==> src/rtl/conv_result_tx_pkg.sv <==
// Shared constants, FSM state type and saturation helper for the convolution result transmitter.
package conv_pkg;

    localparam int unsigned PIX_W = 8;
    localparam int unsigned GROUP = 4;

    typedef enum logic {IDLE, BURST} tx_state_e;

    function automatic logic [PIX_W-1:0] sat8(input logic signed [63:0] v);
        if (v > 64'sd127)
            return 8'h7F;
        else if (v < -64'sd128)
            return 8'h80;
        else
            return v[PIX_W-1:0];
    endfunction

endpackage

==> src/rtl/conv_result_tx_fifo.sv <==
// Synchronous FIFO with registered occupancy count and an align-to-write-pointer flush.
module conv_tx_fifo #(
    parameter int unsigned WIDTH = 8,
    parameter int unsigned DEPTH = 16
) (
    input  logic                       clk,
    input  logic                       rst,
    input  logic                       i_wr_en,
    input  logic [WIDTH-1:0]           i_wr_data,
    input  logic                       i_rd_en,
    input  logic                       i_flush,
    output logic [WIDTH-1:0]           o_rd_data,
    output logic [$clog2(DEPTH):0]     o_count
);

    localparam int unsigned AW = $clog2(DEPTH);

    logic [WIDTH-1:0] r_mem [DEPTH];
    logic [AW-1:0]    r_wr_ptr;
    logic [AW-1:0]    r_rd_ptr;
    logic [AW:0]      r_count;
    logic             w_wr_ok;

    // A write into a full FIFO is legal when the same cycle also pops.
    assign w_wr_ok   = i_wr_en && ((r_count != (AW+1)'(DEPTH)) || i_rd_en);
    assign o_rd_data = r_mem[r_rd_ptr];
    assign o_count   = r_count;

    always_ff @(posedge clk) begin
        if (w_wr_ok)
            r_mem[r_wr_ptr] <= i_wr_data;
    end

    always_ff @(posedge clk) begin
        if (rst) begin
            r_wr_ptr <= '0;
            r_rd_ptr <= '0;
            r_count  <= '0;
        end else begin
            if (w_wr_ok)
                r_wr_ptr <= r_wr_ptr + AW'(1);
            if (i_flush) begin
                // Discard everything committed; a same-cycle write survives as the only entry.
                r_rd_ptr <= r_wr_ptr;
                r_count  <= (AW+1)'(w_wr_ok);
            end else begin
                if (i_rd_en)
                    r_rd_ptr <= r_rd_ptr + AW'(1);
                case ({w_wr_ok, i_rd_en})
                    2'b10:   r_count <= r_count + (AW+1)'(1);
                    2'b01:   r_count <= r_count - (AW+1)'(1);
                    default: r_count <= r_count;
                endcase
            end
        end
    end

endmodule

==> src/rtl/conv_result_tx.sv <==
// Saturating, grouping serial transmitter of convolution results towards pooling.
// Optional CONV_TX_STATS_EN adds group and saturation counters.
module conv_result_tx
    import conv_pkg::*;
#(
    parameter int unsigned ACC_W = 16,
    parameter int unsigned DEPTH = 16
) (
    input  logic             clk,
    input  logic             rst,
    input  logic             acc_valid_i,
    input  logic [ACC_W-1:0] acc_i,
    output logic             acc_ready_o,
    input  logic             flush_i,
    output logic [7:0]       conv_result_o,
    output logic             en_o,
    output logic             busy_o
`ifdef CONV_TX_STATS_EN
    ,
    output logic [15:0]      grp_cnt_o,
    output logic [15:0]      sat_cnt_o
`endif
);

    localparam int unsigned CW = $clog2(DEPTH) + 1;

    tx_state_e          r_state;
    logic [1:0]         r_beat;
    logic [PIX_W-1:0]   r_out;
    logic               r_en;
    logic               r_flush_pend;

    logic signed [ACC_W-1:0] w_acc_s;
    logic signed [63:0]      w_acc_ext;
    logic [PIX_W-1:0]        w_sat;
    logic                    w_push;
    logic                    w_pop;
    logic                    w_flush;
    logic [PIX_W-1:0]        w_rd_data;
    logic [CW-1:0]           w_count;

    assign w_acc_s   = acc_i;
    assign w_acc_ext = 64'(w_acc_s);
    assign w_sat     = sat8(w_acc_ext);

    assign acc_ready_o = (w_count != CW'(DEPTH));
    assign w_push      = acc_valid_i && acc_ready_o;
    assign w_pop       = (r_state == BURST);
    assign w_flush     = (r_state == IDLE) && (w_count < CW'(GROUP)) && (flush_i || r_flush_pend);

    conv_tx_fifo #(
        .WIDTH(PIX_W),
        .DEPTH(DEPTH)
    ) u_fifo (
        .clk       (clk),
        .rst       (rst),
        .i_wr_en   (w_push),
        .i_wr_data (w_sat),
        .i_rd_en   (w_pop),
        .i_flush   (w_flush),
        .o_rd_data (w_rd_data),
        .o_count   (w_count)
    );

    always_ff @(posedge clk) begin
        if (rst) begin
            r_state      <= IDLE;
            r_beat       <= '0;
            r_out        <= '0;
            r_en         <= 1'b0;
            r_flush_pend <= 1'b0;
        end else begin
            r_en <= 1'b0;
            case (r_state)
                IDLE: begin
                    r_out        <= '0;
                    r_beat       <= '0;
                    // A pending flush gets exactly one IDLE cycle to apply, otherwise it lapses.
                    r_flush_pend <= 1'b0;
                    if (w_count >= CW'(GROUP))
                        r_state <= BURST;
                end
                BURST: begin
                    r_out  <= w_rd_data;
                    r_beat <= r_beat + 2'd1;
                    if (flush_i)
                        r_flush_pend <= 1'b1;
                    if (r_beat == 2'd3) begin
                        r_en <= 1'b1;
                        // Count still includes the entry popped this cycle.
                        if ((w_count - CW'(1)) < CW'(GROUP))
                            r_state <= IDLE;
                    end
                end
                default: r_state <= IDLE;
            endcase
        end
    end

    assign conv_result_o = r_out;
    assign en_o          = r_en;
    assign busy_o        = (r_state == BURST) || (w_count != '0);

`ifdef CONV_TX_STATS_EN
    logic [15:0] r_grp_cnt;
    logic [15:0] r_sat_cnt;
    logic        w_is_sat;

    assign w_is_sat = (w_acc_ext > 64'sd127) || (w_acc_ext < -64'sd128);

    always_ff @(posedge clk) begin
        if (rst) begin
            r_grp_cnt <= '0;
            r_sat_cnt <= '0;
        end else begin
            if ((r_state == BURST) && (r_beat == 2'd3))
                r_grp_cnt <= r_grp_cnt + 16'd1;
            if (w_push && w_is_sat)
                r_sat_cnt <= r_sat_cnt + 16'd1;
        end
    end

    assign grp_cnt_o = r_grp_cnt;
    assign sat_cnt_o = r_sat_cnt;
`endif

endmodule

==> config.mk <==
export PLATFORM = sky130hd
export DESIGN_NAME = conv_result_tx
export DESIGN_NICKNAME = d
export VERILOG_FILES = /design/src/rtl/conv_result_tx_pkg.sv /design/src/rtl/conv_result_tx_fifo.sv /design/src/rtl/conv_result_tx.sv
export SDC_FILE = /design/constraint.sdc
export NUM_CORES = 1
export LEC_CHECK = 0
export BUFFER_PORTS_ARGS = -buffer_cell sky130_fd_sc_hd__buf_2
export CORE_ASPECT_RATIO = 2
export CORE_UTILIZATION = 61
export CTS_CLUSTER_SIZE = 20
export DETAILED_ROUTE_END_ITERATION = 6
export HOLD_SLACK_MARGIN = 0.15
export PLACE_DENSITY = 0.79
export SLEW_MARGIN = 20
export SYNTH_ARGS = -nofsm -noshare
export SYNTH_HDL_FRONTEND = slang
export SYNTH_SLANG_ARGS = --single-unit
==> constraint.sdc <==
create_clock -name clk -period 3.1 [get_ports clk]
set_input_delay 0.62 -clock clk [delete_from_list [all_inputs] [get_ports clk]]
set_output_delay 0.62 -clock clk [all_outputs]
set_load 0.02 [all_outputs]
After elaboration in Yosys (flattened, before gate mapping)
Memory sizes are Yosys's and may differ from the RTL's. A register that Yosys moved wholly into a read port is not among the register bits.
Index checks and enable logic that the tools add are counted.

operators by class
  order comparisons = 5
  eq/ne operators = 5
  $add $sub $neg = 5
  reductions and logical operators = 13
  mux-type cells = 19
  bitwise operators = 1

operators with widths
  cell                                                  number
  > comparator 16 x 8 -> 1 bit (second input constant)  1
  < comparator 16 x 8 -> 1 bit (second input constant)  1
  2-to-1 mux 4 bit                                      4
  2-to-1 mux 8 bit                                      2
  one-hot mux 8 bit (2 select lines)                    1
  < comparator 5 x 3 -> 1 bit (second input constant)   2
  one-hot mux 5 bit (2 select lines)                    1
  adder 4 x 1 -> 4 bit (second input constant)          2
  2-to-1 mux 1 bit                                      8
  adder 5 x 1 -> 5 bit (second input constant)          1
  >= comparator 5 x 3 -> 1 bit (second input constant)  1
  inequality test 5 bit (second input constant)         1
  nonzero test 5 bit                                    1
  subtractor 5 x 1 -> 5 bit (second input constant)     1
  equality test 2 bit (second input constant)           2
  logical AND 1 bit                                     4
  one-hot mux 1 bit (2 select lines)                    2
  one-hot mux 2 bit (2 select lines)                    1
  nonzero test 2 bit                                    2
  OR reduction 2 bit                                    2
  logical OR 1 bit                                      3
  nonzero test 3 bit                                    1
  adder 2 x 1 -> 2 bit (second input constant)          1
  equality test 2 x 1 -> 1 bit (second input constant)  1
  2 further kinds                                       2

word-level totals
  bits in registers = 26
  bits of input ports = 20
  memories kept = 1
  memory bits (writable) = 128
  logic and storage cells = 58

memory list
  memory        depth  width  rd ports  clocked after memory_dff  write ports  line                       source
  u_fifo.r_mem  16     8      1         1                         1            conv_result_tx_fifo.sv:18  logic [WIDTH-1:0] r_mem [DEPTH];

Depth between registers and ports, before layout
  depth in word-level cells = 6
  depth in mapped cells = 11
  depth with buffers taken out = 9

Hierarchy
A second synthesis with hierarchy kept.

unflattened totals
  cell total of the unflattened synthesis = 371
  area total of the unflattened synthesis = 6404.9 sq um

modules (own cells, without submodules)
  module          instances  seq. area each (sq um)  cells an instance  area an instance (sq um)
  conv_tx_fifo    1          4184.0                  317                5865.6
  conv_result_tx  1          260.2                   54                 539.3

Worst setup path before layout
No wires, ideal clock.

  path type = reg-to-reg
  from = register u_fifo.r_count[0], in the netlist u_fifo.o_count[0]
  to = memory u_fifo.r_mem[3][0] (enable)
  path buffers = 1
  clock period less this slack = 2288 ps
  arrival = 1894 ps
  library setup time = 395 ps
  stages on the path, launching flop included = 7
  setup slack = 812 ps
  cell sequence = dfxtp_1 -> inv_1 -> ha_1 -> nand4bb_1 -> buf_4 -> nand2_2 -> nor4_1

on the way
  word-level cells in the longest chain between the ends = 5

ends and longest elaborated chain
  item                                                   line                                             source
  from (decl)                                            conv_result_tx_fifo.sv:21                        logic [AW:0] r_count;
  from (signal assigned)                                 conv_result_tx_fifo.sv:45                        r_count <= (AW+1)'(w_wr_ok);
  from (signal assigned)                                 conv_result_tx_fifo.sv:50                        2'b10: r_count <= r_count + (AW+1)'(1);
  from (signal assigned)                                 conv_result_tx_fifo.sv:51                        2'b01: r_count <= r_count - (AW+1)'(1);
  inequality test 5 bit (*)                              conv_result_tx.sv:46                             assign acc_ready_o = (w_count != CW'(DEPTH));
  named net acc_ready_o                                  conv_result_tx.sv:13                             output logic acc_ready_o,
  logical AND 1 bit or logical OR 1 bit (tied branches)  conv_result_tx.sv:47, conv_result_tx_fifo.sv:25
  logical AND 1 bit (*)                                  conv_result_tx_fifo.sv:25                        assign w_wr_ok = i_wr_en && ((r_count != (AW+1)'(DEPTH)) || i_rd_en);
  2-to-1 mux 1 bit (*)                                   conv_result_tx_fifo.sv:30                        if (w_wr_ok)
  2-to-1 mux 1 bit (not written as such) (*)             conv_result_tx_fifo.sv:31                        r_mem[r_wr_ptr] <= i_wr_data;
  to (decl)                                              conv_result_tx_fifo.sv:18

The timed path passes the listed nets; every way through them passes the cells marked *.

Final worst setup path
  from = register u_fifo.r_count[0], in the netlist u_fifo.o_count[0]
  to = register u_fifo.r_count[3], in the netlist u_fifo.o_count[3]

on the way
  word-level cells in the longest chain between the ends = 5

ends and longest elaborated chain
  item                                                                      line                                             source
  inequality test 5 bit                                                     conv_result_tx_fifo.sv:25, conv_result_tx.sv:46
  logical AND 1 bit or logical OR 1 bit (tied branches)                     conv_result_tx.sv:47, conv_result_tx_fifo.sv:25
  logical AND 1 bit                                                         conv_result_tx_fifo.sv:25
  equality test 2 x 1 -> 1 bit or equality test 2 bit (tied branches)       conv_result_tx_fifo.sv:49                        case ({w_wr_ok, i_rd_en})
  one-hot mux 5 bit (2 select lines) or nonzero test 2 bit (tied branches)  n/a

Parallel ways exist; a longest one is shown, timed or not.
A chain may end at the register's enable or synchronous reset.

==> results.toml <==
[clocking]
cts_tree = "done"
insertion_delay_ns = 0.42
numCtsBuffers = 17
path_clk_slew_ns = 0.06
cts_buffer_depth = 2
cts-root-buf = "clkbuf_16"
cts_sinks = 158
postCtsSetupRepairBufs = 0
cts_resized = 0
ctsHoldBuffers = 0
htreeDepth = 4

[detailed_routing]
first_iter_violations = 284
drc = 0
drt-pass1-iter-count = 5
vias = 3732
antenna_left = 0
wire_per_inst_um = 24.1
drt-vias-per-instance = 6.22
routed_wl_um = 14400

[timing]
finalClockSkew_ns = 0.0104
finalSetupViolCount = 0
period_needed_ns = 2.52
finalCritPeriodShare_pct = 81.3
drv_slew = 0
fin_setup_tns_ns = 0
max_freq_mhz = 397
worst_pin_slew_ns = 1.06
rsz0062_at_grt = "false"
whs_ns = 0.425
hold_violations = 0
worst_slew_margin_rel_pct = 28.9

[synth]
syn-mean-instance-area_sq_um = 15.5
synthesis.nets = 447
synthMuxAreaShare_pct = 10.6
synth_fa_ha_area_share_pct = 1.93
synth_xor_xnor_area_share_pct = 1.35
ys_warn_count = 0
synth_most_common_cell = "edfxtp_1"
synth_top_family_by_area = "multiplexers"
synth.area.top_cells = "edfxtp_1 59%, dfxtp_1 9.3%, mux2i_1 7.3%, mux4_2 3.1%, a22oi_1 2.3%"
ys.flop_type = "edfxtp_1"
synth-seq-cells = 158
synth_simple_gate_area_share_pct = 8.12
synth-compound-area-share_pct = 6.26
synth_edf_count = 128
ys_seq_area_share_pct = 68.7
synth_top_area_share_pct = 59.4
synthCells = 417
synthArstFlopShare_pct = 0
ys_types = 47
syn_area_sq_mm = 0.00647
yosysTopAreaCell = "edfxtp_1"
synthTopCellsByCount = "128 x edfxtp_1, 47 x mux2i_1, 30 x dfxtp_1"

[place]
portBuffers = 30
gp_congestion = 0.828
placed_area_sq_mm = 0.00669
dpl.hpwl_um = 9900

[grt]
grt_use_total_pct = 29.4
antenna_found_initial = 0
grt_max_degree = 31
grt-ovfl-total = 0
grt_pass1_wl_um = 22000
first_global_vias = 3996

[floorplan]
initial_core_util_pct = 63.4
rows = 52
coreArea_sq_mm = 0.0102
die_w_um = 74.8
dieArea_sq_mm = 0.0111
die_h_um = 148
ios = 31

[pwr]
power_density_mw_per_mm2 = 656
p_leak_nw = 2.52
max-vdd-ir-drop_v = 0.000514

[layout]
fin_area_sq_mm = 0.00734
synthToLayoutAreaGrowth_pct = 13.4
post-route-util_pct = 71.9
antenna_cells = 0
final_nets = 482
drive_gt1_share_pct = 17.6

[worst_setup_path]
required_ns = 3.39
crit_family = "simple AND/OR/NAND/NOR gates"
cp_slowest_cell = "or4b_1"
worst_setup_path_end_kind = "register"
startpoint_type = "register"
crit_arrival_ns = 2.81
cpMostUsedCell = "ha_1"
path_class = "register to register"
worstPathMaxFanout = 10
path_buf_inv = 1
critPathMaxStageDelay_ns = 0.49
crit_chain = "inv_1 > ha_1 > nand4bb_1 > nand2_2 > ha_1 > or4b_1 > a21oi_2 > xnor2_1 > nor3_2"

[run]
cap_violations = 0

[status]
outcome = "finished, final reports clean"

[min_path]
min_path_type = "register to register"
-- layer usage --
layer	track usage [%]	part of all wire, %
met1	30.5	34
met2	51.7	58
met5	0	0
met3	4.98	3.2
met4	19.7	5.1
-- worst register-to-register path, stage by stage (launching register included) --
cell	delay [ns]
dfxtp_1	0.36
inv_1	0.10
ha_1	0.19
nand4bb_1	0.27
nand2_2	0.27
ha_1	0.37
or4b_1	0.49
a21oi_2	0.16
xnor2_1	0.14
nor3_2	0.05
-- cell usage in the layout, fill, tap and decap left out, types with 4 or more instances in the layout --
| cell type | instances |
|---|---|
| a21oi_1 | 7 |
| a22oi_1 | 20 |
| and2_1 | 14 |
| buf_2 | 30 |
| buf_4 | 8 |
| clkbuf_1 | 4 |
| clkbuf_16 | 24 |
| dfxtp_1 | 29 |
| edfxtp_1 | 128 |
| ha_1 | 10 |
| inv_1 | 9 |
| mux2i_1 | 47 |
| mux4_2 | 9 |
| nand2_1 | 16 |
| nand2b_1 | 5 |
| nand3_1 | 10 |
| nand4_1 | 4 |
| nor2_1 | 17 |
| nor2b_1 | 5 |
| nor3_1 | 4 |
| nor4_1 | 6 |
| o21a_1 | 8 |
| o21ai_0 | 6 |
| xnor2_1 | 5 |
| xor2_1 | 5 |
-- cell type report --
| cell class | count | area [sq um] |
|---|---|---|
| clock inverter | 3 | 22.5 |
| timing repair buffer | 38 | 210 |
| fill | 653 | 2870 |
| sequential | 158 | 4450 |
| inverter | 9 | 33.8 |
| multi-input combinational | 228 | 1830 |
| clock buffer | 29 | 629 |
| tap | 135 | 169 |
-- metrics by stage --
stage,setup WS [ns],total power [mW],cells
after global placement,0.701,2.66,568
after global routing,0.429,4.94,600
final,0.579,4.81,600
after floorplan,0.812,2.58,417
after CTS,0.616,4.82,600
after detailed placement,0.638,2.67,568
-- flip-flops by register name (all words and copies together), names as in the netlist, named ones only --
register	flops
u_fifo.r_wr_ptr	4
en_o	1
u_fifo.r_mem	128
u_fifo.r_rd_ptr	4
r_beat	2
u_fifo.o_count	5
r_state	1
conv_result_o	8
r_flush_pend	1
-- final timing paths --
path                                  startpoint                             end  slack (ns)  cells past startpoint
hold / removal              r_beat[0]$_SDFF_PP0_            r_beat[0]$_SDFF_PP0_        0.43                      1
hold reg to reg             r_beat[0]$_SDFF_PP0_            r_beat[0]$_SDFF_PP0_        0.43                      1
setup / recovery  u_fifo.o_count[0]$_SDFFE_PP0P_  u_fifo.o_count[3]$_SDFFE_PP0P_        0.58                      9
setup reg to reg  u_fifo.o_count[0]$_SDFFE_PP0P_  u_fifo.o_count[3]$_SDFFE_PP0P_        0.58                      9
-- where the power goes --
group | internal (mW) | switching, mW | total (mW) | leakage (nW)
clock | 1.39 | 0.800 | 2.19 | 0.316
combinational | 0.101 | 0.159 | 0.259 | 0.800
sequential | 2.33 | 0.0351 | 2.37 | 1.41
-- cell families (layout without fill, tap and decap cells) --
kind of cell / after synthesis / in the layout
AO/OA/AOI/OAI: 57 / 57
XOR/XNOR: 10 / 10
adder cells (fa/ha/maj): 10 / 10
buffers and inverters: 31 / 79
flip-flops: 158 / 158
multiplexers: 57 / 57
AND/OR/NAND/NOR: 94 / 94
Power figures use the tool's default switching activity.
